[config.mk]
export PLATFORM = sky130hd
export DESIGN_NAME = dispatcher_rr_n_flat
export DESIGN_NICKNAME = d
export VERILOG_FILES = /design/src/rtl/dispatcher_rr_n_if.sv /design/src/rtl/dispatcher_rr_n.sv /design/src/flat_wrapper.sv
export SDC_FILE = /design/constraint.sdc
export NUM_CORES = 1
export LEC_CHECK = 0
export BUFFER_PORTS_ARGS = -buffer_cell sky130_fd_sc_hd__buf_2
export CAP_MARGIN = 20
export CORE_MARGIN = 8
export CORE_UTILIZATION = 47
export CTS_CLUSTER_DIAMETER = 30
export DETAILED_ROUTE_END_ITERATION = 10
export PLACE_DENSITY = 0.79
export SLEW_MARGIN = 30
export SYNTH_ARGS = -nofsm -noshare
export SYNTH_HDL_FRONTEND = slang
export SYNTH_SLANG_ARGS = --single-unit
[constraint.sdc]
create_clock -name clk -period 2.07 [get_ports clk]
set_clock_uncertainty 0.15 [all_clocks]
set_input_delay 0.207 -clock clk [delete_from_list [all_inputs] [get_ports clk]]
set_output_delay 0.207 -clock clk [all_outputs]
set_load 0.01 [all_outputs]
[src/rtl/dispatcher_rr_n_if.sv]
// rtl/dispatcher_rr_n_if.sv - stream bundle between upstream, dispatcher and N consumers
// slave is the dispatcher's view; master is the upstream/consumer side.
interface dispatcher_rr_n_if #(
  parameter int DWIDTH = 16,
  parameter int N      = 2
);
  logic              in_valid;
  logic [DWIDTH-1:0] in_data;
  logic              in_ready;
  logic              out_valid [N];
  logic [DWIDTH-1:0] out_data  [N];
  logic              out_ready [N];

  modport master (
    output in_valid, in_data, out_ready,
    input  in_ready, out_valid, out_data
  );

  modport slave (
    input  in_valid, in_data, out_ready,
    output in_ready, out_valid, out_data
  );
endinterface

[src/rtl/dispatcher_rr_n.sv]
// rtl/dispatcher_rr_n.sv - round-robin 1-to-N stream dispatcher with one-entry slots
// Each accepted item goes to the first free slot at or after ptr, circularly.
module dispatcher_rr_n #(
  parameter int DWIDTH = 16,
  parameter int N      = 2
) (
  input  logic               clk,
  input  logic               reset,
  dispatcher_rr_n_if.slave   bus,
  output logic               busy
);
  localparam int            PW   = (N > 1) ? $clog2(N) : 1;
  localparam logic [PW-1:0] LAST = PW'(N - 1);

  logic [N-1:0]      full_q, full_d;
  logic [DWIDTH-1:0] data_q [N];
  logic [DWIDTH-1:0] data_d [N];
  logic [PW-1:0]     ptr_q, ptr_d;
  logic [PW-1:0]     sel;
  logic [PW:0]       idx;
  logic              rdy;
  logic              accept;

  // Walk offsets from farthest to nearest so the closest free slot to ptr wins.
  always_comb begin
    sel = '0;
    idx = '0;
    for (int k = N - 1; k >= 0; k--) begin
      idx = {1'b0, ptr_q} + (PW+1)'(k);
      if (idx >= (PW+1)'(N)) begin
        idx = idx - (PW+1)'(N);
      end
      if (!full_q[idx[PW-1:0]]) begin
        sel = idx[PW-1:0];
      end
    end
  end

  assign rdy    = |(~full_q);
  assign accept = bus.in_valid & rdy;

  always_comb begin
    full_d = full_q;
    data_d = data_q;
    ptr_d  = ptr_q;
    for (int i = 0; i < N; i++) begin
      if (full_q[i] && bus.out_ready[i]) begin
        full_d[i] = 1'b0;
      end
    end
    // sel is always an empty slot, so a load never collides with a drain.
    if (accept) begin
      full_d[sel] = 1'b1;
      data_d[sel] = bus.in_data;
      ptr_d       = (sel == LAST) ? '0 : sel + PW'(1);
    end
  end

  always_ff @(posedge clk or negedge reset) begin
    if (!reset) begin
      full_q <= '0;
      ptr_q  <= '0;
      for (int i = 0; i < N; i++) begin
        data_q[i] <= '0;
      end
    end else begin
      full_q <= full_d;
      ptr_q  <= ptr_d;
      data_q <= data_d;
    end
  end

  always_comb begin
    for (int i = 0; i < N; i++) begin
      bus.out_valid[i] = full_q[i];
      bus.out_data[i]  = data_q[i];
    end
  end

  assign bus.in_ready = rdy;
  assign busy         = |full_q;
endmodule

[src/flat_wrapper.sv]
// flat-port wrapper written by rule: the top's interface ports become plain ports
module dispatcher_rr_n_flat 
#(
  parameter int DWIDTH = 16,
  parameter int N      = 2
)
  (clk, reset, busy, bus_in_valid, bus_in_data, bus_out_ready, bus_in_ready, bus_out_valid, bus_out_data);
  dispatcher_rr_n_if #(.DWIDTH(DWIDTH), .N(N)) bus_i ();
  input  logic clk;
  input  logic reset;
  output logic busy;
  input wire logic [$bits(bus_i.in_valid)-1:0] bus_in_valid;
  input wire logic [$bits(bus_i.in_data)-1:0] bus_in_data;
  input wire logic [$bits(bus_i.out_ready)-1:0] bus_out_ready;
  output wire logic [$bits(bus_i.in_ready)-1:0] bus_in_ready;
  output wire logic [$bits(bus_i.out_valid)-1:0] bus_out_valid;
  output wire logic [$bits(bus_i.out_data)-1:0] bus_out_data;
  assign bus_i.in_valid = bus_in_valid;
  assign bus_i.in_data = bus_in_data;
  assign bus_i.out_ready = {>>{bus_out_ready}};
  assign bus_in_ready = bus_i.in_ready;
  assign bus_out_valid = {>>{bus_i.out_valid}};
  assign bus_out_data = {>>{bus_i.out_data}};
  dispatcher_rr_n #(.DWIDTH(DWIDTH), .N(N)) u_core (.clk(clk), .reset(reset), .bus(bus_i), .busy(busy));
endmodule
==> results.md, run 1 <==
- Status: complete, no violations
- DR vias: 944
- Tcrit/Tclk final: 0.799
- # setup viols final: 0
- Crit. End Element: flip-flop
- Die Wd: 70.6 um
- Cell at the slowest stage of the critical path: dfrtp_1
- Number of synthesis warnings: 0
- Launch point of the worst hold path: bus_in_valid
- Starting Density: 0.503
- CTS tree: done
- Leading area contributor after synthesis: dfrtp_1
- Setup ws final: 417 ps
- WP data arrival: 1710 ps
- Detailed Routing Iterations Pass 1: 3
- Most frequent cells in the layout: 56 x buf_2, 35 x dfrtp_1, 23 x mux2_2
- P_leak: 0.000940 uW
- Slew @ Worst Pin: 720 ps
- Vert. Die Dim: 70.6 um
- RSZ-0062 raised after global routing: no
- Reg2reg start: u_core.full_q[0]
- Layout cells sized above 1: 0.623
- Critical Path Fanout Max: 17
- CORE AREA: 2780 sq um
- Area growth, synth to finish: 37.7%
- Pin count of the biggest net entering global routing: 36
- All-Layer GR Usage: 0.132
- Io pins: 57
- Vias per cell: 4.89
- Minimum clock period: 1650 ps
- Worst r2r path cells: 4
- Slew Limit Fails: 0
- WL/cell: 15.5 um
- Setup WS pre-CTS: 424 ps
- Row cnt: 19
- Clock Path Buffers: 2
- Total Power: 2880 uW
- DRC violations left: 0
- Max frequency: 605 MHz
- CP required: 2130 ps
- Fin. Hold Viols: 0
- Hold Crit Class: in2reg
- Sequential area share after synthesis: 0.626
- Post-synth net total: 103
- Port bufs: 56
- Mean Syn Cell Area: 17.1 sq um
- Synth Instances: 82
- Worst-path cell chain: nand2b_4 > a21oi_4 > buf_4 > mux2_2
- Die Area: 4980 sq um
- CTS Root Cell: clkbuf_4
- WS Path Type: reg2reg
- PwrDens: 1500 nW/um^2
- Drt first-iter violations: 30
- Largest cells by area after synthesis: dfrtp_1 63%, mux2_2 19%, mux2_4 9.7%
- N_diodes: 0
- Max-cap violations: 0
- FF-to-FF End: u_core.bus.out_data[25]
- Routed Antenna Nets: 0
- Post-CTS Setup Inserts: 0
- Unique masters post-synth: 16
- Antenna violations before repair: 0
- Leading cell type in the layout, fill and taps excluded: buf_2
- Final core occ: 0.692
- Slew HR: 0.520
- Synth top area share: 0.626
- Resize count post-CTS: 0
- Hold Path Sink: u_core.ptr_q
- Hold_buf cts: 19
- Critical Path Max Stage Delay: 450 ps
- Reg-to-reg slack, setup: 420 ps
- Later-pin clock latency in the skew report: 320 ps
- GPL Wtd Cong: 0.746
- Setup TNS: 0 ps
- Total grt overflow: 0
- Worst-path clk slew: 90 ps
- H-tree Lvls: 2
- CTS Buf Count: 5
- Dpl hpwl: 2170 um
- Hold Path Depth: 3
- Via count of the first global-routing pass: 1093
- Maximum vdd drop: 974 uV
- #FFs+latches synth: 35
- Synthesized area: 1400 sq um
- Clock sink count: 35
- First-pass GRT wire length: 5270 um
- CP startpoint kind: flip-flop
- Nets: 184
- Final wirelength: 3000 um
## layer usage
metal / GRT usage / wire length [um] / vias up
li1: - / - / 446
met1: 0.136 / 1160 / 465
met2: 0.222 / 1570 / 28
met3: 0.0558 / 215 / 5
met4: 0.0722 / 56 / 0
met5: 0 / 0 / -
## registers in the layout, summed over array words and instances (netlist names)
register / count
u_core.bus.out_data: 32
u_core.ptr_q: 1
u_core.full_q: 2
## critical path: cells and delay by family, from the launching register on
family,cells,cell delay [ps]
flops,1,450
mux,1,380
buf+inv,1,290
simple gates,1,180
compound gates,1,100
## report_power, final
group          internal (uW)  switching [uW]  total, uW
Combinational            736             587       1320
Sequential              1040             211       1250
Clock                    121             194        315
## through the flow
step | instance area (sq um) | hold slack (ps) | cells
5_1_grt | 1930 | 86.5 | 193
4_1_cts | 1930 | 60.9 | 193
6_report | 1930 | 75.8 | 193
2_1_floorplan | 1400 | -239 | 82
3_3_place_gp | 1690 | 154 | 168
3_5_place_dp | 1690 | 167 | 168
## final cells by class
class / count / area (sq um)
timing repair buffer: 76 / 478
clock buffer: 6 / 41.3
multi-input combinational: 42 / 480
fill: 219 / 856
inverter: 3 / 11.3
sequential: 35 / 876
tap: 31 / 38.8
## Yosys cell counts
master	instances
a21o_2	1
a21oi_4	1
buf_12	1
buf_6	1
dfrtp_1	35
inv_1	2
inv_2	1
mux2_2	23
mux2_4	9
nand2_1	1
nand2b_4	1
nor2_4	1
o21ai_0	2
o21ai_2	1
o21bai_1	1
or2_2	1
## logic make-up (layout without fill, tap and decap cells)
group / count (synthesis) / in the layout / synth area share
compound gates: 6 / 6 / 0.0367
buf+inv: 5 / 85 / 0.0304
flops: 35 / 35 / 0.626
mux: 32 / 32 / 0.282
simple gates: 4 / 4 / 0.0250
## worst max-delay path by stage
stage                      from                 endpoint  slack (ps)  depth (start not counted)
2_1_floorplan  u_core.full_q[0]  u_core.bus.out_data[17]         480                          4
3_3_place_gp   u_core.full_q[0]  u_core.bus.out_data[16]         480                          4
3_5_place_dp   u_core.full_q[0]  u_core.bus.out_data[25]         420                          4
4_1_cts        u_core.full_q[0]  u_core.bus.out_data[25]         400                          4
5_1_grt        u_core.full_q[0]  u_core.bus.out_data[25]         350                          4
6_report       u_core.full_q[0]  u_core.bus.out_data[25]         420                          4
No activity file was read; power rests on OpenSTA's default activity.
==> inputs of run 2 (changes only) <==
--- a/config.mk
+++ b/config.mk
@@ -8,10 +8,10 @@
 export BUFFER_PORTS_ARGS = -buffer_cell sky130_fd_sc_hd__buf_2
 export CAP_MARGIN = 20
 export CORE_MARGIN = 8
-export CORE_UTILIZATION = 47
+export CORE_UTILIZATION = 42
 export CTS_CLUSTER_DIAMETER = 30
 export DETAILED_ROUTE_END_ITERATION = 10
-export PLACE_DENSITY = 0.79
+export PLACE_DENSITY = 0.75
 export SLEW_MARGIN = 30
 export SYNTH_ARGS = -nofsm -noshare
 export SYNTH_HDL_FRONTEND = slang
==> constraint.sdc (replaced) <==
create_clock -name clk -period 1.4 [get_ports clk]
set_clock_uncertainty 0.15 [all_clocks]
set_input_delay 0.14 -clock clk [delete_from_list [all_inputs] [get_ports clk]]
set_output_delay 0.14 -clock clk [all_outputs]
set_load 0.01 [all_outputs]
==> run 2 against run 1 <==
  * The flow now finishes with violations (negative hold slack, negative setup slack)
  * Critical endpoint is now busy
  * Utilization down 1.6 points
  * Hold slack worse by 88 ps
  * Flip-flop and latch count unchanged
  * Critical path type is now reg2out
  * Routed wire length up 14%
  * Clock-buffer cell count unchanged
  * Register-to-register slack worse by 520 ps
  * Via count up 6.0%
  * Critical path depth down 1
  * Cell count up 15%
  * Sequential share of layout area down 5.6 points
==> results.md, run 2 (synthesized netlist as in run 1, its figures left out) <==
- Vias per cell: 4.53 (-7.4%)
- Starting Density: 0.429 (-0.0736)
- Maximum vdd drop: 1270 uV (+30%)
- Crit. End Element: output pin
- Die Wd: 73.7 um (+4.5%)
- WL/cell: 15.5 um (about the same)
- Violations in the final reports: negative hold slack, negative setup slack
- Hold Slack: -12.2 ps (-88.0 ps)
- PwrDens: 2350 nW/um^2 (+57%)
- Minimum clock period: 1520 ps
- Hold Crit Class: in2reg
- Setup TNS: -2870 ps (-2870 ps)
- WP data arrival: 1230 ps (-480 ps)
- CTS Root Cell: clkbuf_4
- Row cnt: 21 (+2)
- N_diodes: 0 (unchanged)
- Total Power: 5170 uW (+79%)
- P_leak: 0.00109 uW (+16%)
- Most frequent cells in the layout: 54 x buf_2, 33 x dfrtp_1, 25 x mux2_4
- Fill cells: 260 (+19%)
- DR vias: 1001 (+6.0%)
- Status: finished, violations left
- Slew HR: 0.855 (+0.335)
- Routed Antenna Nets: 0 (unchanged)
- Slew @ Worst Pin: 218 ps (-502 ps)
- Slew Limit Fails: 0 (unchanged)
- Clock sink count: 35 (unchanged)
- Tcrit/Tclk final: 1.09
- Total grt overflow: 0 (unchanged)
- Pin count of the biggest net entering global routing: 16 (-56%)
- CP startpoint kind: flip-flop
- H-tree Lvls: 2 (unchanged)
- CP required: 1110 ps (-1020 ps)
- Area growth, synth to finish: 57.4%
- WS Path Type: reg2out
- First-pass GRT wire length: 5610 um (+6.4%)
- Worst-path clk slew: 100 ps (about the same)
- CORE AREA: 3260 sq um (+17%)
- Detailed Routing Iterations Pass 1: 2 (-1)
- Drt first-iter violations: 32 (+6.7%)
- Later-pin clock latency in the skew report: 330 ps (about the same)
- # setup viols final: 35 (+35)
- Max-cap violations: 0 (unchanged)
- DRC violations left: 0 (unchanged)
- Critical Path Fanout Max: 4 (-13)
- Io pins: 57 (unchanged)
- CTS Buf Count: 5 (unchanged)
- Die Area: 5430 sq um (+9.1%)
- RSZ-0062 raised after global routing: yes
- Final wirelength: 3430 um (+14%)
- Via count of the first global-routing pass: 1171 (+7.1%)
- Port bufs: 56 (unchanged)
- Setup ws final: -122 ps (-539 ps)
- Layout cells sized above 1: 0.669 (+0.0451)
- All-Layer GR Usage: 0.135 (+0.00353)
- Hold_buf cts: 19 (unchanged)
- CTS tree: done
- Max frequency: 657 MHz
- Max FFs per register: 32 (unchanged)
- Reg-to-reg slack, setup: -100 ps (-520 ps)
- Fin. Hold Viols: 1 (+1)
- Leading cell type in the layout, fill and taps excluded: buf_2
- Vert. Die Dim: 73.7 um (+4.5%)
- Nets: 195 (+6.0%)
- Clock Path Buffers: 2 (unchanged)
- Dpl hpwl: 2480 um (+14%)
- Final Non-Filler Cells: 221 (+15%)
- Antenna violations before repair: 0 (unchanged)
- Post-Place Cells: 191 (+14%)
- GPL Wtd Cong: 0.779 (+4.4%)
run 2: per-layer routing:
metal  GRT usage  vias to the layer above  part of all wire
li1            -                      469                 -
met1       0.154                      482              0.42
met2       0.216                       45              0.46
met3      0.0641                        5              0.11
met4      0.0466                        0             0.012
met5           0                        -                 0
run 2: path summary, 6_finish.rpt:
kind | end | cells after the start | start
min | u_core.ptr_q | 3 | bus_in_valid
max reg2reg | u_core.bus.out_data[2] | 5 | u_core.full_q[0]
max in group asynchronous | u_core.bus.out_data[26] | 3 | reset
max | busy | 3 | u_core.full_q[0]
min reg2reg | u_core.bus.out_data[5] | 1 | u_core.bus.out_data[5]
min in group asynchronous | u_core.bus.out_data[14] | 2 | reset
run 2: cell type report:
cell class	count	area, sq um	area share
Clock buffer	6	51.3	0.0233
Clock inverter	2	35.0	0.0159
Inverter	3	11.3	0.00511
Multi-Input combinational cell	42	551	0.250
Sequential cell	35	878	0.399
Tap cell	46	57.6	0.0261
Timing Repair Buffer	87	618	0.281
run 2: metrics by stage:
| step | cell area [sq um] | worst slack [ps] | hold slack [ps] | util |
|---|---|---|---|---|
| after floorplan | 1430 | -166 | -306 | - |
| after global placement | 1850 | -69.2 | -152 | 0.566 |
| after detailed placement | 1850 | -105 | -144 | 0.566 |
| after CTS | 2200 | -139 | -28.4 | 0.676 |
| after global routing | 2200 | -172 | -27.1 | 0.676 |
| final | 2200 | -122 | -12.2 | 0.676 |
run 2: worst max-delay path, stage by stage, from the launching register on:
cell	delay, ps
dfrtp_2	440
buf_6	120
or2_4	220
buf_6	120
run 2: where the power goes:
group	leakage (uW)	switching, uW	internal [uW]
Combinational	0.000635	1020	1550
Sequential	0.000410	320	1540
Clock	0.0000482	329	422
run 2: what timing repair did:
action / in CTS / in global routing
setup buffers: 3 / 0
endpoints found under the hold margin: 70 / 1
gates cloned: 0 / 0
endpoints found under the setup margin: 34 / 35
resized for setup: 14 / 0
pin swaps: 2 / 0
